$ cat src/rtl/aes_loopback_bist_ctrl_if.sv
// Core-side bus between the loopback BIST controller and the AES encrypt/decrypt pair.
interface aes_loopback_bist_ctrl_if;
  logic [127:0] pt_out;
  logic [127:0] key_out;
  logic         enable_enc;
  logic         fsm_en_enc;
  logic         enable_dec;
  logic         fsm_en_dec;
  logic [127:0] ct_in;
  logic         enc_valid_in;
  logic [127:0] pt_final_in;
  logic         dec_valid_in;

  modport master (
    output pt_out, key_out, enable_enc, fsm_en_enc, enable_dec, fsm_en_dec,
    input  ct_in, enc_valid_in, pt_final_in, dec_valid_in
  );

  modport slave (
    input  pt_out, key_out, enable_enc, fsm_en_enc, enable_dec, fsm_en_dec,
    output ct_in, enc_valid_in, pt_final_in, dec_valid_in
  );
endinterface

$ cat src/rtl/aes_loopback_bist_ctrl.sv
// BIST sequencer for an AES-128 encrypt->decrypt loopback: issues LFSR plaintexts,
// checks the decryptor output stream, folds a ciphertext signature, reports pass/fail/timeout.
module aes_loopback_bist_ctrl #(
  parameter int unsigned  NUM_VEC   = 256,
  parameter logic [127:0] SEED      = 128'h1,
  parameter int unsigned  KEY_SETUP = 10,
  parameter int unsigned  MAX_OUTST = 32,
  parameter int unsigned  TIMEOUT   = 64
) (
  input  logic                    clk,
  input  logic                    rst,
  input  logic                    start,
  input  logic [127:0]            key_in,
  aes_loopback_bist_ctrl_if.master bus,
  output logic                    busy,
  output logic                    done,
  output logic                    pass,
  output logic                    timeout,
  output logic [15:0]             err_count,
  output logic [15:0]             first_err_idx,
  output logic [31:0]             ct_signature
);
  typedef enum logic [2:0] {IDLE, SETUP, ISSUE, DRAIN, DONE} state_t;

  localparam logic [127:0] SEED_EFF   = (SEED == 128'h0) ? 128'h1 : SEED;
  localparam logic [15:0]  LAST_VEC   = 16'(NUM_VEC - 1);
  localparam logic [15:0]  SETUP_LAST = (KEY_SETUP == 0) ? 16'h0 : 16'(KEY_SETUP - 1);
  localparam logic [7:0]   OUTST_LIM  = 8'(MAX_OUTST);
  localparam logic [15:0]  IDLE_LAST  = 16'(TIMEOUT - 1);

  state_t       state, state_nxt;
  logic [15:0]  setup_cnt, issue_cnt, idle_cnt, res_idx;
  logic [7:0]   outstanding;
  logic [127:0] gen_lfsr, chk_lfsr;
  logic         busy_st, start_ok, issue_go, chk_hit, spurious, mismatch;
  logic         activity, idle_tick, to_hit, enter_done;
  logic [15:0]  err_nxt;

  function automatic logic [127:0] lfsr_step(input logic [127:0] v);
    return {v[126:0], 1'b0} ^ (v[127] ? 128'h87 : 128'h0);
  endfunction

  function automatic logic [15:0] sat_inc(input logic [15:0] v);
    return (v == 16'hFFFF) ? v : v + 16'd1;
  endfunction

  function automatic logic [31:0] sig_fold(input logic [31:0] s, input logic [127:0] ct);
    return {s[30:0], s[31]} ^ ct[127:96] ^ ct[95:64] ^ ct[63:32] ^ ct[31:0];
  endfunction

  always_comb begin
    busy_st   = (state == SETUP) || (state == ISSUE) || (state == DRAIN);
    start_ok  = start && ((state == IDLE) || (state == DONE));
    issue_go  = (state == ISSUE) && (outstanding < OUTST_LIM);
    // A result is only checkable if something is actually in flight.
    chk_hit   = bus.dec_valid_in && busy_st && (outstanding != 8'd0);
    spurious  = bus.dec_valid_in && !chk_hit;
    mismatch  = chk_hit && (bus.pt_final_in != chk_lfsr);
    err_nxt   = (mismatch || spurious) ? sat_inc(err_count) : err_count;
    activity  = issue_go || bus.enc_valid_in || bus.dec_valid_in;
    idle_tick = busy_st && !activity && (outstanding != 8'd0);
    to_hit    = idle_tick && (idle_cnt == IDLE_LAST);
  end

  always_comb begin
    state_nxt = state;
    unique case (state)
      IDLE, DONE: if (start) state_nxt = SETUP;
      SETUP:      if (setup_cnt == SETUP_LAST) state_nxt = ISSUE;
      ISSUE:      if (issue_go && (issue_cnt == LAST_VEC)) state_nxt = DRAIN;
      DRAIN:      if (outstanding == 8'd0) state_nxt = DONE;
      default:    state_nxt = IDLE;
    endcase
    if (to_hit) state_nxt = DONE;
  end

  assign enter_done     = (state_nxt == DONE) && (state != DONE);
  assign busy           = busy_st;
  assign bus.fsm_en_enc = busy_st;
  assign bus.fsm_en_dec = busy_st;
  assign bus.enable_dec = bus.enc_valid_in;

  always_ff @(posedge clk or negedge rst) begin
    if (!rst) state <= IDLE;
    else      state <= state_nxt;
  end

  always_ff @(posedge clk or negedge rst) begin
    if (!rst) begin
      bus.pt_out     <= '0;
      bus.key_out    <= '0;
      bus.enable_enc <= 1'b0;
      gen_lfsr       <= SEED_EFF;
      chk_lfsr       <= SEED_EFF;
      setup_cnt      <= '0;
      issue_cnt      <= '0;
      idle_cnt       <= '0;
      res_idx        <= '0;
      outstanding    <= '0;
      err_count      <= '0;
      first_err_idx  <= 16'hFFFF;
      ct_signature   <= '0;
      done           <= 1'b0;
      pass           <= 1'b0;
      timeout        <= 1'b0;
    end else if (start_ok) begin
      bus.key_out    <= key_in;
      bus.enable_enc <= 1'b0;
      gen_lfsr       <= SEED_EFF;
      chk_lfsr       <= SEED_EFF;
      setup_cnt      <= '0;
      issue_cnt      <= '0;
      idle_cnt       <= '0;
      res_idx        <= '0;
      outstanding    <= '0;
      err_count      <= '0;
      first_err_idx  <= 16'hFFFF;
      ct_signature   <= '0;
      done           <= 1'b0;
      pass           <= 1'b0;
      timeout        <= 1'b0;
    end else begin
      bus.enable_enc <= issue_go;
      if (issue_go) begin
        bus.pt_out <= gen_lfsr;
        gen_lfsr   <= lfsr_step(gen_lfsr);
        issue_cnt  <= issue_cnt + 16'd1;
      end
      if (state == SETUP) setup_cnt <= setup_cnt + 16'd1;
      if (chk_hit) begin
        chk_lfsr <= lfsr_step(chk_lfsr);
        res_idx  <= res_idx + 16'd1;
        if (mismatch && (first_err_idx == 16'hFFFF)) first_err_idx <= res_idx;
      end
      err_count <= err_nxt;
      case ({issue_go, chk_hit})
        2'b10:   outstanding <= outstanding + 8'd1;
        2'b01:   outstanding <= outstanding - 8'd1;
        default: ;
      endcase
      if (idle_tick)                                 idle_cnt <= idle_cnt + 16'd1;
      else if (activity || (outstanding == 8'd0))    idle_cnt <= '0;
      if (bus.enc_valid_in && busy_st) ct_signature <= sig_fold(ct_signature, bus.ct_in);
      if (enter_done) begin
        done    <= 1'b1;
        timeout <= to_hit;
        pass    <= (err_nxt == 16'd0) && !to_hit;
      end
    end
  end
endmodule
$ cat src/flat_wrapper.sv
// flat-port wrapper written by rule: the top's interface ports become plain ports
module aes_loopback_bist_ctrl_flat 
#(
  parameter int unsigned  NUM_VEC   = 256,
  parameter logic [127:0] SEED      = 128'h1,
  parameter int unsigned  KEY_SETUP = 10,
  parameter int unsigned  MAX_OUTST = 32,
  parameter int unsigned  TIMEOUT   = 64
)
  (clk, rst, start, key_in, busy, done, pass, timeout, err_count, first_err_idx, ct_signature, bus_pt_out, bus_key_out, bus_enable_enc, bus_fsm_en_enc, bus_enable_dec, bus_fsm_en_dec, bus_ct_in, bus_enc_valid_in, bus_pt_final_in, bus_dec_valid_in);
  aes_loopback_bist_ctrl_if bus_i ();
  input  logic clk;
  input  logic rst;
  input  logic start;
  input  logic [127:0] key_in;
  output logic busy;
  output logic done;
  output logic pass;
  output logic timeout;
  output logic [15:0] err_count;
  output logic [15:0] first_err_idx;
  output logic [31:0] ct_signature;
  output wire logic [$bits(bus_i.pt_out)-1:0] bus_pt_out;
  output wire logic [$bits(bus_i.key_out)-1:0] bus_key_out;
  output wire logic [$bits(bus_i.enable_enc)-1:0] bus_enable_enc;
  output wire logic [$bits(bus_i.fsm_en_enc)-1:0] bus_fsm_en_enc;
  output wire logic [$bits(bus_i.enable_dec)-1:0] bus_enable_dec;
  output wire logic [$bits(bus_i.fsm_en_dec)-1:0] bus_fsm_en_dec;
  input wire logic [$bits(bus_i.ct_in)-1:0] bus_ct_in;
  input wire logic [$bits(bus_i.enc_valid_in)-1:0] bus_enc_valid_in;
  input wire logic [$bits(bus_i.pt_final_in)-1:0] bus_pt_final_in;
  input wire logic [$bits(bus_i.dec_valid_in)-1:0] bus_dec_valid_in;
  assign bus_pt_out = bus_i.pt_out;
  assign bus_key_out = bus_i.key_out;
  assign bus_enable_enc = bus_i.enable_enc;
  assign bus_fsm_en_enc = bus_i.fsm_en_enc;
  assign bus_enable_dec = bus_i.enable_dec;
  assign bus_fsm_en_dec = bus_i.fsm_en_dec;
  assign bus_i.ct_in = bus_ct_in;
  assign bus_i.enc_valid_in = bus_enc_valid_in;
  assign bus_i.pt_final_in = bus_pt_final_in;
  assign bus_i.dec_valid_in = bus_dec_valid_in;
  aes_loopback_bist_ctrl #(.NUM_VEC(NUM_VEC), .SEED(SEED), .KEY_SETUP(KEY_SETUP), .MAX_OUTST(MAX_OUTST), .TIMEOUT(TIMEOUT)) u_core (.clk(clk), .rst(rst), .start(start), .key_in(key_in), .bus(bus_i), .busy(busy), .done(done), .pass(pass), .timeout(timeout), .err_count(err_count), .first_err_idx(first_err_idx), .ct_signature(ct_signature));
endmodule
$ cat config.mk
export PLATFORM = sky130hd
export DESIGN_NAME = aes_loopback_bist_ctrl_flat
export DESIGN_NICKNAME = d
export VERILOG_FILES = /design/src/rtl/aes_loopback_bist_ctrl_if.sv /design/src/rtl/aes_loopback_bist_ctrl.sv /design/src/flat_wrapper.sv
export SDC_FILE = /design/constraint.sdc
export NUM_CORES = 1
export LEC_CHECK = 0
export CAP_MARGIN = 10
export CORE_MARGIN = 2
export CORE_UTILIZATION = 23
export CTS_CLUSTER_DIAMETER = 60
export DETAILED_ROUTE_END_ITERATION = 8
export GPL_TIMING_DRIVEN = 0
export PLACE_DENSITY_LB_ADDON = 0.05
export SYNTH_ARGS = -nofsm -noshare
export SYNTH_HDL_FRONTEND = slang
export SYNTH_SLANG_ARGS = --single-unit
export TNS_END_PERCENT = 100
$ cat constraint.sdc
create_clock -name clk -period 5.1 [get_ports clk]
set_input_delay 0.51 -clock clk [delete_from_list [all_inputs] [get_ports clk]]
set_output_delay 0.51 -clock clk [all_outputs]
set_load 0.1 [all_outputs]
* Word-level counts from Yosys, hierarchy flattened
Cells that the tools add are included.
Widths: inputs -> output; s select.
** Storage, ports and cells
- Register bits :: 655
- Output and inout port bits :: 328
** Operators by class
- $add $sub $neg :: 7
- Magnitude comparators :: 1
- Equal/unequal tests :: 14
- Mux-type cells :: 38
- Bitwise logic cells :: 7
- Reductions and logical operators :: 39
** Operators with widths (number)
- $mux 128 :: 4
- $xor 128x128->128 :: 2
- $mux 16 :: 15
- $ne 128x128->1 :: 1
- $xor 32x32->32 :: 4
- $add 16x1->16 const B :: 5
- $mux 32 :: 2
- $eq 16x16->1 const B :: 2
- $mux 8 :: 3
- $eq 16x4->1 const B :: 1
- $eq 16x6->1 const B :: 1
- $eq 16x8->1 const B :: 1
- $logic_not 16->1 :: 1
- $pmux 8 s2 :: 1
- $mux 3 :: 5
- $logic_and 1x1->1 :: 14
- $pmux 3 s4 :: 1
- $reduce_bool 2->1 :: 6
- $add 8x1->8 const B :: 1
- $logic_not 8->1 :: 1
- $lt 8x6->1 const B :: 1
- $reduce_bool 8->1 :: 1
- $sub 8x1->8 const B :: 1
- $logic_or 1x1->1 :: 7
- other kinds (13) :: 25

* Depth between registers and ports, before layout
- Depth in word-level cells :: 13
- Gate-level depth with buffers :: 20
- Gate-level depth less buffers :: 14

* Worst setup path after synthesis
No wires, ideal clock.
- Path kind :: register to register
- Start point :: register u_core.state[2]
- End point :: register u_core.outstanding[6]
- Data arrival time :: 4578 ps
- Data required time :: 4968 ps
- Path slack :: 390 ps
- Stages on the path, launching flop included :: 20
- Buffers on the path :: 5
- Clock period less this slack :: 4710 ps
- Path through :: dfrtp_1 o21ba_2 clkbuf_1 o311ai_4 inv_2 buf_6 clkbuf_1 clkbuf_1 ha_1 clkbuf_1 xor2_1 ha_1 o21ai_0 nand2b_1 a31oi_1 o21ai_0 a21oi_1 xnor2_1 mux2i_1 nor2_1
** Between the ends
- Cells in the longest elaborated chain, start to end :: 8
- Elaborated cells on any way between the ends :: 17
** RTL lines
- from (decl) :: line aes_loopback_bist_ctrl.sv:31 : state_t state, state_nxt;
- from (signal assigned) :: line aes_loopback_bist_ctrl.sv:85 : else state <= state_nxt;
- $eq 3x1->1 or $eq 3x2->1 (tied branches) :: line aes_loopback_bist_ctrl.sv:52 : busy_st = (state == SETUP) || (state == ISSUE) || (state == DRAIN);
- $logic_or 1x1->1 :: line aes_loopback_bist_ctrl.sv:52
- $logic_or 1x1->1 * :: line aes_loopback_bist_ctrl.sv:52
- via bus_fsm_en_dec :: line flat_wrapper.sv:28 : output wire logic [$bits(bus_i.fsm_en_dec)-1:0] bus_fsm_en_dec;
- $logic_and 1x1->1 * (2 in series) :: line aes_loopback_bist_ctrl.sv:56 : chk_hit = bus.dec_valid_in && busy_st && (outstanding != 8'd0);
- $eq 2x1->1 or $eq 2x2->1 (tied branches) :: line aes_loopback_bist_ctrl.sv:136 : case ({issue_go, chk_hit})
- $pmux 8 s2 :: line aes_loopback_bist_ctrl.sv:136
- $mux 8 :: line aes_loopback_bist_ctrl.sv:106 : end else if (start_ok) begin
- to (signal assigned) :: line aes_loopback_bist_ctrl.sv:137 : 2'b10: outstanding <= outstanding + 8'd1;
- to (signal assigned) :: line aes_loopback_bist_ctrl.sv:138 : 2'b01: outstanding <= outstanding - 8'd1;
- to (decl) :: line aes_loopback_bist_ctrl.sv:33 : logic [7:0] outstanding;
Mark *: on every way through the listed nets, which the timed path passes. The rest lies on a longest branch.
A chain may end at the register's enable or synchronous reset.

* Worst setup path after layout
- Start point :: register u_core.state[0]
- End point :: register u_core.outstanding[6]
** Between the ends
- Cells in the longest elaborated chain, start to end :: 8
- Elaborated cells on any way between the ends :: 17
** RTL lines (line)
- $eq 3x1->1 or $eq 3x2->1 (tied branches) :: aes_loopback_bist_ctrl.sv:52, aes_loopback_bist_ctrl.sv:54
- $logic_or 1x1->1 (2 in series) :: aes_loopback_bist_ctrl.sv:52
- $logic_and 1x1->1 (2 in series) :: aes_loopback_bist_ctrl.sv:56
- $eq 2x1->1 or $eq 2x2->1 (tied branches) :: aes_loopback_bist_ctrl.sv:136
- $pmux 8 s2 :: aes_loopback_bist_ctrl.sv:136
- $mux 8 :: aes_loopback_bist_ctrl.sv:106
Several ways; a longest one is shown, not always the timed one.

==> results_dict.tcl <==
set metrics [dict create \
    multi_input_comb_area_um2 11300 \
    cts_buffer_depth 3 \
    power_density_nw_per_um2 624 \
    wl_per_cell_um 19.7 \
    start_util_pct 23.2 \
    drc 0 \
    grt_pass1_wl_um 163000 \
    fp.dieH_um 355 \
    hold_slack_ps 358 \
    worstPathCellList "buf_2 > nor2_1 > and3_1 > clkbuf_1 > clkinvlp_4 > clkbuf_2 > ha_1 > clkbuf_1 > xor2_1 > ha_1 > o21ai_0 > nand2b_1 > a31oi_1 > o21ai_0 > a21oi_1 > xnor2_1 > mux2i_1 > nor2_1" \
    max_freq_ghz 0.222 \
    crit_path_end_kind "flip-flop" \
    post_cts_buffers 0 \
    synthFlopType "dfrtp_1" \
    cellLeakagePower_nw 18.6 \
    port_buffers 715 \
    maxCapViolCount 0 \
    yosys.cell_types.count 61 \
    rsz0062_at_grt "no" \
    core_um2 122000 \
    antenna_found_initial 4 \
    p_int_mw 13.6 \
    ant_nets 0 \
    worstMarginPinSlew_ps 1260 \
    path_delay_family "buffers and inverters" \
    numCtsBuffers 94 \
    path_buf_inv 5 \
    slew_headroom_pct 15.9 \
    synthToLayoutAreaGrowth_pct 44.5 \
    yosysWarnings 0 \
    hold_violations 0 \
    fin_area_um2 41000 \
    path_class "flip-flop to flip-flop" \
    crit_fanout 19 \
    fin_nets 4325 \
    seqCellArea_um2 16400 \
    total_power_mw 25.6 \
    first_iter_violations 1247 \
    synth_seq_cells 655 \
    slew_violations 0 \
    synth-seq-area-share_pct 57.8 \
    final_util_pct 33.6 \
    clk_pin_slew_ps 60 \
    placed_cell_area_um2 37800 \
    setup_violations 0 \
    first_global_vias 24155 \
    grt_max_degree 110 \
    first_pass_iters 5 \
    design.die.area_um2 126000 \
    io_pins 717 \
    holdPathStages 3 \
    synth_fp_nets 3508 \
    outcome "completed" \
    dp_cells 5455 \
    cts-htree-levels 3 \
    syn_inst 3108 \
    fillers 12806 \
    grt_util_all_layers_pct 17.3 \
    clock_skew_ps 31.9 \
    critical_path_depth 18 \
    drive_gt1_share_pct 4.97 \
    vdd_drop_max_mv 0.540 \
    synth_edf_count 0 \
    syn_area_um2 28400 \
    p_seq_share_pct 29.3 \
    dieWidth_um 355 \
    hold_class "input pin to flip-flop" \
    postRouteWirelength_um 111000 \
    reg2reg_slack_ps 590 \
    p_clk_share_pct 26.6 \
    final_cells 5629 \
    p_comb_share_pct 44.0 \
    fp-row-count 128 \
    power_switching_mw 12.0 \
    cts_tree "done" \
    arrival_ps 5030 \
    vias 23650 \
    period_needed_ps 4510 \
    grt_overflow_total 0 \
    via_per_inst 4.20 \
    max_stage_delay_ps 530 \
    slowest_stage "clkbuf_2" \
    clock_sinks 655 \
    clock_latency_ps 670 \
    startpoint_type "flip-flop" \
    period_share_pct 88.4 \
    cts-root-buf "clkbuf_16" \
    routabilityCongestion 0.773 \
    hpwlAfterDp_um 83400 \
    required_ps 5620 \
    p_sw_share_pct 46.9 \
    synthArstFlopShare_pct 100 \
    synth.avg_cell_area_um2 9.13 \
    r2r_cells 18 \
]
-- cells in the mapped netlist (3+ instances only) --
| cell | count | area, um^2 |
|---|---|---|
| nand2_1 | 1350 | 5070 |
| dfrtp_1 | 637 | 15900 |
| xnor2_1 | 248 | 2170 |
| a21oi_1 | 148 | 741 |
| clkbuf_1 | 131 | 492 |
| o21ai_0 | 95 | 475 |
| nor2_1 | 94 | 353 |
| xor2_1 | 66 | 578 |
| nand3_1 | 65 | 325 |
| nand4_1 | 56 | 350 |
| and3_1 | 21 | 131 |
| nor3_1 | 20 | 100 |
| buf_1 | 18 | 67.6 |
| dfstp_2 | 18 | 473 |
| nor4_1 | 16 | 100 |
| ha_1 | 11 | 138 |
| or3_1 | 11 | 68.8 |
| inv_1 | 10 | 37.5 |
| a31oi_1 | 8 | 50.1 |
| mux2i_1 | 6 | 60.1 |
| a211oi_1 | 5 | 37.5 |
| and2_1 | 5 | 31.3 |
| buf_2 | 5 | 25.0 |
| o31a_1 | 4 | 35.0 |
| a22o_1 | 3 | 26.3 |
| a31o_2 | 3 | 26.3 |
| buf_4 | 3 | 22.5 |
| nand2b_1 | 3 | 18.8 |
| o31ai_1 | 3 | 22.5 |
| or2_2 | 3 | 18.8 |
| or4_1 | 3 | 22.5 |
-- what timing repair did --
action	CTS	global route
hold buffers	1	0
pin swaps	0	0
gates cloned	0	0
resized for setup	1	1
hold endpoints to repair	86	0
endpoints found under the setup margin	4	2
-- layout by cell type, fill, tap and decap left out, types with 7 or more instances in the layout --
master           instances
bufinv_16               12
nand2_1               1350
clkdlybuf4s50_1        714
a31oi_1                  8
nor3_1                  20
nor2_1                  93
buf_1                   18
a21oi_1                148
inv_1                   10
nand4_1                 56
and3_1                  21
ha_1                    11
nor4_1                  16
o21ai_0                 95
clkbuf_1               155
or3_1                   11
clkbuf_16               95
xnor2_1                248
nand3_1                 65
buf_16                   7
dfrtp_1                637
dfstp_2                 18
clkbuf_8                 9
clkinv_2                12
xor2_1                  66
-- state kept, by name (all words and copies together), names as in the netlist --
signal / flops
u_core.state: 3
u_core.gen_lfsr: 128
u_core.pass: 1
u_core.outstanding: 8
u_core.done: 1
u_core.timeout: 1
u_core.ct_signature: 32
u_core.bus.enable_enc: 1
u_core.setup_cnt: 16
u_core.err_count: 16
u_core.issue_cnt: 16
u_core.idle_cnt: 16
u_core.bus.key_out: 128
u_core.res_idx: 16
u_core.chk_lfsr: 128
u_core.first_err_idx: 16
u_core.bus.pt_out: 128
-- per-stage QoR --
| step | worst slack [ps] | setup TNS, ps |
|---|---|---|
| after floorplan | 390 | 0 |
| after global placement | -30150 | - |
| after detailed placement | -384 | -881 |
| after CTS | 93.1 | 0 |
| after global routing | 90.5 | 0 |
| final | 590 | 0 |
-- metal layers --
| metal | wire (um) | track usage (%) | vias to the layer above |
|---|---|---|---|
| li1 | - | - | 11637 |
| met1 | 48600 | 22.4 | 11347 |
| met2 | 53200 | 28.4 | 515 |
| met3 | 6090 | 4.27 | 151 |
| met4 | 2990 | 5.05 | 0 |
| met5 | 0 | 0 | - |
-- tightest hold or removal path: stages --
cell and delay [ps]:
clkdlybuf4s50_1 400, nand2_1 60, nand2_1 40
-- cell type report --
class	instances	share of cell area, %
clock inverter	40	1.47
sequential	655	40.0
buffer	156	1.51
clock buffer	132	6.36
timing repair buffer	724	18.0
inverter	12	0.119
antenna	3	0.0183
tap	1625	4.96
multi-input combinational	2282	27.5
-- power groups by stage --
stage               sequential [mW]  clock [mW]  combinational, mW
global route                   7.69        7.25               11.9
CTS                            7.51        7.06               11.4
global placement               7.62           0               11.4
detailed placement             7.58           0               11.4
finish                         7.50        6.81               11.3
floorplan                      12.5           0               2.91
-- cell families (layout without fill, tap and decap cells) --
kind of cell	Yosys count	in the layout	share of synthesized area, %
multiplexers	7	7	0.251
other	0	3	0
AND/OR/NAND/NOR	1658	1658	23.6
adder cells (fa/ha/maj)	11	11	0.485
XOR/XNOR	314	314	9.69
AO/OA/AOI/OAI	292	292	5.79
buffers and inverters	171	1064	2.38
flip-flops	655	655	57.8
-- worst paths after layout --
| path | from | end |
|---|---|---|
| setup / recovery | u_core.state[0] | u_core.outstanding[6] |
| hold / removal | key_in[127] | u_core.bus.key_out[127] |
| setup reg to reg | u_core.state[0] | u_core.outstanding[6] |
| hold reg to reg | u_core.bus.key_out[112] | u_core.bus.key_out[112] |
| max in group asynchronous | rst | u_core.gen_lfsr[113] |
| min in group asynchronous | rst | u_core.chk_lfsr[65] |
Power figures use the tool's default switching activity.
